**src/rtl/riscv_pkg.sv**
```systemverilog
// Shared RISC-V core definitions used by the writeback path.
//   XLEN       : architectural data width
//   REG_ADDR_W : register index width
//   NUM_REGS   : architectural integer register count
//   wb_entry_t : one pending register-file write {rd_addr, data}
package riscv_pkg;
  localparam int XLEN       = 32;
  localparam int REG_ADDR_W = 5;
  localparam int NUM_REGS   = 32;

  typedef struct packed {
    logic [REG_ADDR_W-1:0] rd_addr;
    logic [XLEN-1:0]       data;
  } wb_entry_t;
endpackage

```
**src/rtl/wb_load_fifo.sv**
```systemverilog
// Load-return buffer: plain synchronous FIFO, no arbitration.
// Ports:
//   clk, rst      : clock, async active-high reset (flushes the queue)
//   i_push/i_wdata: write one entry (caller guarantees !o_full)
//   i_pop/o_rdata : o_rdata is the head; i_pop retires it (caller guarantees !o_empty)
//   o_full/o_empty/o_count : occupancy, all decoded from the registered count
module wb_load_fifo #(
  parameter int W     = 37,
  parameter int DEPTH = 2
) (
  input  logic                       clk,
  input  logic                       rst,
  input  logic                       i_push,
  input  logic [W-1:0]               i_wdata,
  input  logic                       i_pop,
  output logic [W-1:0]               o_rdata,
  output logic                       o_full,
  output logic                       o_empty,
  output logic [$clog2(DEPTH):0]     o_count
);
  localparam int AW = $clog2(DEPTH);

  logic [W-1:0]  r_mem [DEPTH];
  logic [AW-1:0] r_wptr;
  logic [AW-1:0] r_rptr;
  logic [AW:0]   r_count;

  // DEPTH is a power of two, so the pointers wrap by natural overflow.
  always_ff @(posedge clk or posedge rst) begin
    if (rst) begin
      r_wptr  <= '0;
      r_rptr  <= '0;
      r_count <= '0;
    end else begin
      if (i_push) r_wptr <= r_wptr + 1'b1;
      if (i_pop)  r_rptr <= r_rptr + 1'b1;
      case ({i_push, i_pop})
        2'b10:   r_count <= r_count + 1'b1;
        2'b01:   r_count <= r_count - 1'b1;
        default: r_count <= r_count;
      endcase
    end
  end

  // Storage needs no reset: an entry is only read after it has been written.
  always_ff @(posedge clk) begin
    if (i_push) r_mem[r_wptr] <= i_wdata;
  end

  assign o_rdata = r_mem[r_rptr];
  assign o_count = r_count;
  assign o_full  = (r_count == (AW+1)'(DEPTH));
  assign o_empty = (r_count == '0);
endmodule

```
**src/rtl/wb_merge_stage.sv**
```systemverilog
// Writeback merge stage in front of the register-file write port.
// Merges in-order pipeline results with out-of-order load returns (buffered
// in wb_load_fifo), registers the selected write, and tracks outstanding
// loads in a per-register busy scoreboard.
// Ports:
//   clk, rst                     : clock, async active-high reset
//   ex_valid_i/ex_rd_addr_i/ex_data_i : pipeline result, never back-pressured
//   ld_valid_i/ld_ready_o/ld_rd_addr_i/ld_data_i : load return handshake
//   ld_issue_i/ld_issue_rd_i     : load issued to memory this cycle
//   rd_addr_o/rd_data_o/reg_write_en_o : registered register-file write
//   busy_o                       : bit r set while a load to xr is outstanding
//   waw_err_o                    : sticky, pipeline wrote a busy register
module wb_merge_stage
  import riscv_pkg::*;
#(
  parameter int XLEN     = riscv_pkg::XLEN,
  parameter int LQ_DEPTH = 2
) (
  input  logic                  clk,
  input  logic                  rst,
  input  logic                  ex_valid_i,
  input  logic [REG_ADDR_W-1:0] ex_rd_addr_i,
  input  logic [XLEN-1:0]       ex_data_i,
  input  logic                  ld_valid_i,
  output logic                  ld_ready_o,
  input  logic [REG_ADDR_W-1:0] ld_rd_addr_i,
  input  logic [XLEN-1:0]       ld_data_i,
  input  logic                  ld_issue_i,
  input  logic [REG_ADDR_W-1:0] ld_issue_rd_i,
  output logic [REG_ADDR_W-1:0] rd_addr_o,
  output logic [XLEN-1:0]       rd_data_o,
  output logic                  reg_write_en_o,
  output logic [NUM_REGS-1:0]   busy_o,
  output logic                  waw_err_o
);
  localparam int CNT_W = $clog2(LQ_DEPTH) + 1;

  wb_entry_t            w_push_ent;
  wb_entry_t            w_head;
  logic                 w_full;
  logic                 w_empty;
  logic [CNT_W-1:0]     w_count;
  logic                 w_push;
  logic                 w_pop;
  logic                 w_ex_win;
  logic                 w_ld_wr;
  logic [NUM_REGS-1:1]  w_set;
  logic [NUM_REGS-1:1]  w_clr;

  logic                 r_we;
  logic [REG_ADDR_W-1:0] r_addr;
  logic [XLEN-1:0]      r_data;
  logic [NUM_REGS-1:1]  r_busy;
  logic                 r_waw;

  // Ready is held low through reset so nothing is pushed into a queue that
  // is being flushed.
  assign ld_ready_o = !rst && (w_count < CNT_W'(LQ_DEPTH));
  assign w_push     = ld_valid_i && !w_full;

  assign w_push_ent.rd_addr = ld_rd_addr_i;
  assign w_push_ent.data    = ld_data_i;

  // x0 pipeline results are dropped outright and leave the port to the queue.
  assign w_ex_win = ex_valid_i && (ex_rd_addr_i != '0);
  assign w_pop    = !w_ex_win && !w_empty;
  // A popped x0 load is discarded: it consumes its pop slot but writes nothing.
  assign w_ld_wr  = w_pop && (w_head.rd_addr != '0);

  wb_load_fifo #(
    .W     ($bits(wb_entry_t)),
    .DEPTH (LQ_DEPTH)
  ) u_lq (
    .clk     (clk),
    .rst     (rst),
    .i_push  (w_push),
    .i_wdata (w_push_ent),
    .i_pop   (w_pop),
    .o_rdata (w_head),
    .o_full  (w_full),
    .o_empty (w_empty),
    .o_count (w_count)
  );

  always_comb begin
    w_set = '0;
    w_clr = '0;
    if (ld_issue_i && (ld_issue_rd_i != '0)) w_set[ld_issue_rd_i] = 1'b1;
    if (w_ld_wr)                             w_clr[w_head.rd_addr] = 1'b1;
  end

  always_ff @(posedge clk or posedge rst) begin
    if (rst) begin
      r_we   <= 1'b0;
      r_addr <= '0;
      r_data <= '0;
      r_busy <= '0;
      r_waw  <= 1'b0;
    end else begin
      r_we <= w_ex_win || w_ld_wr;
      if (w_ex_win) begin
        r_addr <= ex_rd_addr_i;
        r_data <= ex_data_i;
      end else if (w_ld_wr) begin
        r_addr <= w_head.rd_addr;
        r_data <= w_head.data;
      end
      // Set applied after clear so a re-issue to the same register wins.
      r_busy <= (r_busy & ~w_clr) | w_set;
      if (w_ex_win && busy_o[ex_rd_addr_i]) r_waw <= 1'b1;
    end
  end

  assign reg_write_en_o = r_we;
  assign rd_addr_o      = r_addr;
  assign rd_data_o      = r_data;
  assign busy_o         = {r_busy, 1'b0};
  assign waw_err_o      = r_waw;
endmodule

```
**config.mk**
```make
export PLATFORM = sky130hd
export DESIGN_NAME = wb_merge_stage
export DESIGN_NICKNAME = d
export VERILOG_FILES = /design/src/rtl/riscv_pkg.sv /design/src/rtl/wb_load_fifo.sv /design/src/rtl/wb_merge_stage.sv
export SDC_FILE = /design/constraint.sdc
export NUM_CORES = 1
export LEC_CHECK = 0
export CAP_MARGIN = 25
export CORE_ASPECT_RATIO = 0.6
export CORE_MARGIN = 2
export CORE_UTILIZATION = 49
export DETAILED_ROUTE_END_ITERATION = 12
export PLACE_DENSITY_LB_ADDON = 0.1
export SLEW_MARGIN = 20
export SYNTH_ARGS = -nofsm -noshare
export SYNTH_HDL_FRONTEND = slang
export SYNTH_SLANG_ARGS = --single-unit
```
**constraint.sdc**
```tcl
create_clock -name clk -period 2.97 [get_ports clk]
set_input_delay 0.594 -clock clk [delete_from_list [all_inputs] [get_ports clk]]
set_output_delay 0.594 -clock clk [all_outputs]
set_load 0.1 [all_outputs]
```
==> run_results.csv, run 1 <==
group,metric,value,unit
synthesis,yosys_register_bits,148,
drt,via_per_inst,5.38,
final_layout,drive_gt1_frac,0.195,
synthesis,synthTopCellsByArea,"edfxtp_1, dfrtp_1, o21ai_0",
run,drv_cap,0,
synthesis,yosysWarnings,0,
critical_path,worst_path_largest_cell_delay,0.57,ns
critical_path,worstSetupPathType,"primary input to flop",
critical_path,crit_path_cell_trace,"clkdlybuf4s50_1 > or4_4 > o21ai_4 > nand3_1 > o21ai_0 > o21ai_0",
place,port-buffer-count,154,
drt,final_antenna_net_count,0,
synthesis,synth_top_family_by_area,"compound AO/OA/AOI/OAI gates",
drt,wl_per_cell,18.2,um
run_status,status,"completed",
global_route,grt_pass1_vias,4742,
clocking,cts_hold_buf,0,
sta,rsz0062_at_grt,"false",
place,dpl.hpwl,11000,um
sta,finClkSkew,0.0115,ns
global_route,track_usage,0.241,
critical_path,cp_num_buf_inv,1,
clocking,clkTransAtPathRegs,0.06,ns
sta,fin_setup_tns,0,ns
clocking,htree_levels,4,
drt,drc,0,
drt,totalWireLength,15600,um
global_route,grt_max_degree,75,
synthesis,synth_top_area_frac,0.355,
sta,finalCriticalPeriod,2.42,ns
sta,timing.final.crit_share,0.816,
sta,slew_headroom,0.391,
sta,worst_slew_pin_slew,0.904,ns
synthesis,synth_cell_types,41,
global_route,grt-ovfl-total,0,
synthesis,yosysMostFrequentCell,"o21ai_0",
floorplanning,initial_core_util,0.510,
final_layout,final_nets,766,
clocking,cts_resized,0,
clocking,clk_latency,0.42,ns
floorplanning,dieArea,13700,um2
floorplanning,io-pin-count,156,
clocking,cts_setup_buffers,0,
worst_hold_path,hold_path.class,"flop to flop",
synthesis,ys_async_sr_fraction,0.500,
synthesis,synthMuxAreaShare,0.0906,
sta,whs,0.486,ns
floorplanning,core-area,12300,um2
clocking,cts-root-buf,"clkbuf_16",
critical_path,worstPathMaxFanout,10,
floorplanning,die_x,150,um
critical_path,critPathCaptureType,"flop",
synthesis,synthSimpleGateAreaFrac,0.0946,
drt,vias,4625,
critical_path,cp.arrival,2.71,ns
floorplanning,row_count,31,
synthesis,synth-xor-area-share,0.00700,
synthesis,synth_edf_count,74,
sta,hold_viol,0,
synthesis,synth_commonest_cells,"o21ai_0, nand2_1, dfrtp_1, edfxtp_1, mux2i_1",
clocking,numClockSinks,148,
synthesis,synth_top_cell_by_area,"edfxtp_1",
sta,slew_violations,0,
synthesis,synthAdderAreaFrac,0.00200,
synthesis,synth_nets,605,
critical_path,crit_top_cell,"o21ai_0",
place,globalplace.congestion,0.880,
drt,drtPass1Iterations,5,
critical_path,crit_required,3.25,ns
global_route,grt_pass1_wl,24900,um
critical_path,crit_slowest_cell,"or4_4",
synthesis,ys_seq_area_frac,0.651,
clocking,clockBufferDepth,2,
final_layout,area_delta_synth_final,34.6,%
clocking,cts_tree,"yes",
synthesis,syn_inst,520,
drt,drtIter0Drc,347,
sta,setup_viol,0,
synthesis,syn_area,6260,um2
clocking,numCtsBuffers,17,
floorplanning,dieHeight,91.5,um
critical_path,critical-path-top-delay-family,"simple AND/OR/NAND/NOR gates",
global_route,antenna_found_initial,0,
synthesis,synth_compound_area_frac,0.125,
synthesis,synthFlopType,"edfxtp_1",
sta,clock.fmax,413,MHz
critical_path,start_kind,"primary input",
synthesis,postSynthAreaPerCell,12.0,um2
[worst paths after layout]
path,start,to,slack (ns),cells after the start
setup / recovery,ex_rd_addr_i[4],r_busy[13],0.55,6
hold / removal,rd_data_o[16],rd_data_o[16],0.49,2
setup reg to reg,u_lq.r_rptr,r_busy[27],0.71,5
hold reg to reg,rd_data_o[16],rd_data_o[16],0.49,2
max in group asynchronous,rst,u_lq.r_rptr,2.03,3
min in group asynchronous,rst,r_busy[27],0.62,3
[flip-flops by register name (all words and copies together), names as in the netlist]
signal / flops
u_lq.o_count: 2
u_lq.r_mem: 74
r_busy: 31
u_lq.r_rptr: 1
rd_data_o: 32
rd_addr_o: 5
waw_err_o: 1
u_lq.r_wptr: 1
reg_write_en_o: 1
[per-stage QoR]
step                       util  instances  instance area, um2  setup slack (ns)
after floorplan               -        520                6260             0.177
after global placement    0.641        827                7860             0.198
after detailed placement  0.641        827                7860             0.146
after CTS                 0.687        859                8420             0.579
after global routing      0.687        859                8420             0.427
final                     0.687        860                8420             0.547
[cell families (layout without fill, tap and decap cells)]
kind of cell | after synthesis | in the layout
AO/OA/AOI/OAI | 144 | 144
XOR/XNOR | 5 | 5
adder cells (fa/ha/maj) | 1 | 1
buffers and inverters | 36 | 210
flip-flops | 148 | 148
multiplexers | 50 | 50
other | 1 | 2
AND/OR/NAND/NOR | 135 | 135
[cell usage in the layout, fill, tap and decap left out, drive strengths merged, types with 4 or more instances in the layout]
cell type      instances
xnor2                  4
clkbuf                18
clkdlybuf4s50         83
edfxtp                74
o31ai                  5
dfrtp                 74
inv                   13
clkinv                 7
nand2b                 5
mux2i                 42
buf                   85
nand2                 89
nand3                  4
nand4                  4
nor2                  18
o21ai                127
mux4                   5
[area by class of cell]
class                           instances  area, um2
Clock buffer                           18        429
Inverter                               10       37.5
Timing Repair Buffer                  168       1520
Clock inverter                         14        128
Antenna cell                            1       2.50
Multi-Input combinational cell        336       2020
Sequential cell                       148       4080
Fill cell                             899       3830
Tap cell                              165        206
[routing by layer]
layer	GRT usage	share of wire	wire length [um]
met5	0	0	0
met4	0.0676	0.010	157
met3	0.0879	0.10	1620
met2	0.332	0.42	6560
met1	0.358	0.47	7300
[worst min-delay path, delay by kind of cell, from the launching register on]
kind               cells  cell delay [ns]
AOI/OAI and AO/OA      1             0.06
DFF                    1             0.34
and+or+nand+nor        1             0.05
Power of run 1 is not shown: default switching activity piles up to over one toggle a cycle in this logic, so the estimate is an artifact.
==> run 2, diff against run 1 <==
CORE_UTILIZATION = 45   (was 49)
clock period = 1.9 ns   (was 2.97 ns; I/O delays follow)
==> run_results.csv, run 2 (synthesis gave the netlist of run 1 again) <==
group,metric,value,unit
critical_path,start_kind,"primary input",
critical_path,rr_worst_depth,7,
drt,drtPass1Iterations,6,
final_layout,regMostFlops,"u_lq.r_mem",
global_route,grt-ovfl-total,0,
sta,hold_viol,0,
final_layout,stdcell_count,893,
critical_path,regToRegSetupSlack,0.06,ns
floorplanning,dieHeight,95.3,um
critical_path,crit_path_cell_trace,"dlygate4sd2_1 > or4_4 > o21ai_4 > a21boi_4 > buf_4 > clkbuf_16 > nand2_1 > o21ai_1",
drt,final_antenna_net_count,0,
drt,drtIter0Drc,407,
final_layout,final_area,9310,um2
floorplanning,dieArea,14900,um2
final_layout,largest_reg_flops,74,
drt,totalWireLength,16800,um
floorplanning,die_x,156,um
critical_path,critical-path-top-delay-family,"simple AND/OR/NAND/NOR gates",
sta,worst_slew_pin_slew,0.638,ns
place,dpl-instance-area,8530,um2
clocking,clockBufferDepth,2,
sta,finClkSkew,0.00970,ns
clocking,numCtsBuffers,17,
place,port-buffer-count,154,
clocking,cts_tree,"yes",
sta,slew_violations,0,
clocking,numClockSinks,148,
place,dp_cells,851,
global_route,grt_pass1_vias,4663,
critical_path,critPathCaptureType,"flop",
critical_path,crit_required,2.24,ns
final_layout,drive_gt1_frac,0.255,
place,dpl.hpwl,11600,um
final_layout,fill_cells,1020,
critical_path,cp.arrival,2.18,ns
drt,wl_per_cell,18.8,um
worst_hold_path,hold_path.class,"primary input to async pin",
clocking,cts-root-buf,"clkbuf_16",
final_layout,area_delta_synth_final,48.9,%
final_layout,postLayoutCoreUtil,0.683,
sta,rsz0062_at_grt,"true",
critical_path,worstSetupPathType,"primary input to flop",
run_status,status,"completed",
critical_path,cp_num_buf_inv,3,
drt,via_per_inst,5.44,
clocking,clk_latency,0.42,ns
clocking,clkTransAtPathRegs,0.06,ns
critical_path,crit_slowest_cell,"or4_4",
final_layout,mostFrequentLayoutCell,"nand2_1",
clocking,htree_levels,4,
floorplanning,initial_core_util,0.459,
global_route,grt_max_degree,75,
sta,finalCriticalPeriod,1.84,ns
sta,timing.final.crit_share,0.970,
drt,drc,0,
floorplanning,io-pin-count,156,
floorplanning,row_count,33,
drt,vias,4856,
floorplanning,core-area,13600,um2
critical_path,worst_path_largest_cell_delay,0.55,ns
global_route,antenna_found_initial,0,
final_layout,final_cell_mix,"nand2_1, clkdlybuf4s50_1, o21ai_0",
final_layout,final_nets,790,
final_layout,antenna_cells,0,
sta,clock.fmax,543,MHz
global_route,track_usage,0.229,
critical_path,cp.depth,8,
sta,setup_viol,0,
critical_path,worstPathMaxFanout,23,
global_route,grt_pass1_wl,25100,um
place,globalplace.congestion,0.975,
sta,slew_headroom,0.570,
run,drv_cap,0,
==> run 2: cell types whose count changed in the layout (fill, tap and decap cells not counted), moves of 3 or more <==
cell             delta
buf_12             +42
buf_4              -23
buf_6               +3
clkdlybuf4s50_1     -4
dfrtp_1             -8
dfrtp_2             +8
dlygate4sd2_1       +4
inv_6               +3
inv_8               +4
o21ai_0            -12
o21ai_1            +11
==> run 2: layout make-up <==
cell class | instances | area, um2 | area share
sequential | 148 | 4090 | 0.439
timing repair buffer | 192 | 2260 | 0.242
multi-input combinational | 336 | 2100 | 0.226
clock buffer | 17 | 425 | 0.0457
tap | 175 | 219 | 0.0235
clock inverter | 15 | 183 | 0.0196
inverter | 10 | 41.3 | 0.00443
==> run 2: worst min-delay path, cell delays in order <==
cell             delay (ns)
clkdlybuf4s50_1        0.48
clkinvlp_4             0.12
buf_12                 0.34
==> run 2: timing repair <==
item,4_1_cts,5_1_grt
hold buffers,0,0
endpoints found under the setup margin,65,57
buffers inserted,3,6
resized for setup,11,21
pin swaps,2,1
gates cloned,0,1
==> run 2: final timing paths <==
path | start | endpoint
worst max-delay path | ex_rd_addr_i[0] | rd_addr_o[3]
worst min-delay path | rst | u_lq.o_count[1]
worst max register to register | u_lq.r_rptr | r_busy[27]
worst min register to register | rd_data_o[11] | rd_data_o[11]
max in group asynchronous | rst | r_busy[31]
min in group clk | rd_data_o[11] | rd_data_o[11]
==> run 2: metrics by stage <==
step | TNS, ns | setup WS (ns) | hold WS (ns)
6_report | 0 | 0.0575 | 0.481
5_1_grt | -0.139 | -0.0297 | 0.516
4_1_cts | 0 | 0.0107 | 0.490
3_5_place_dp | -38.99 | -0.661 | 0.476
3_3_place_gp | -36.05 | -0.598 | 0.469
2_1_floorplan | -1.86 | -0.135 | 0.473
==> run 2: per-layer routing <==
layer / wire, um / GRT usage / part of all wire / vias to the layer above
met5: 0 / 0 / 0 / -
met1: 7810 / 0.335 / 0.47 / 2372
met4: 126 / 0.0535 / 0.0075 / 0
li1: - / - / - / 2249
met3: 1590 / 0.0823 / 0.095 / 13
met2: 7260 / 0.326 / 0.43 / 222
Power of run 2 is left out for the same reason.
==> run 3, diff against run 2 <==
HOLD_SLACK_MARGIN = 0.03   (was default)
==> results of run 3 <==
No change in the layout: final DEF, timing and power equal those of run 2.
Power of run 3 is left out for the same reason.
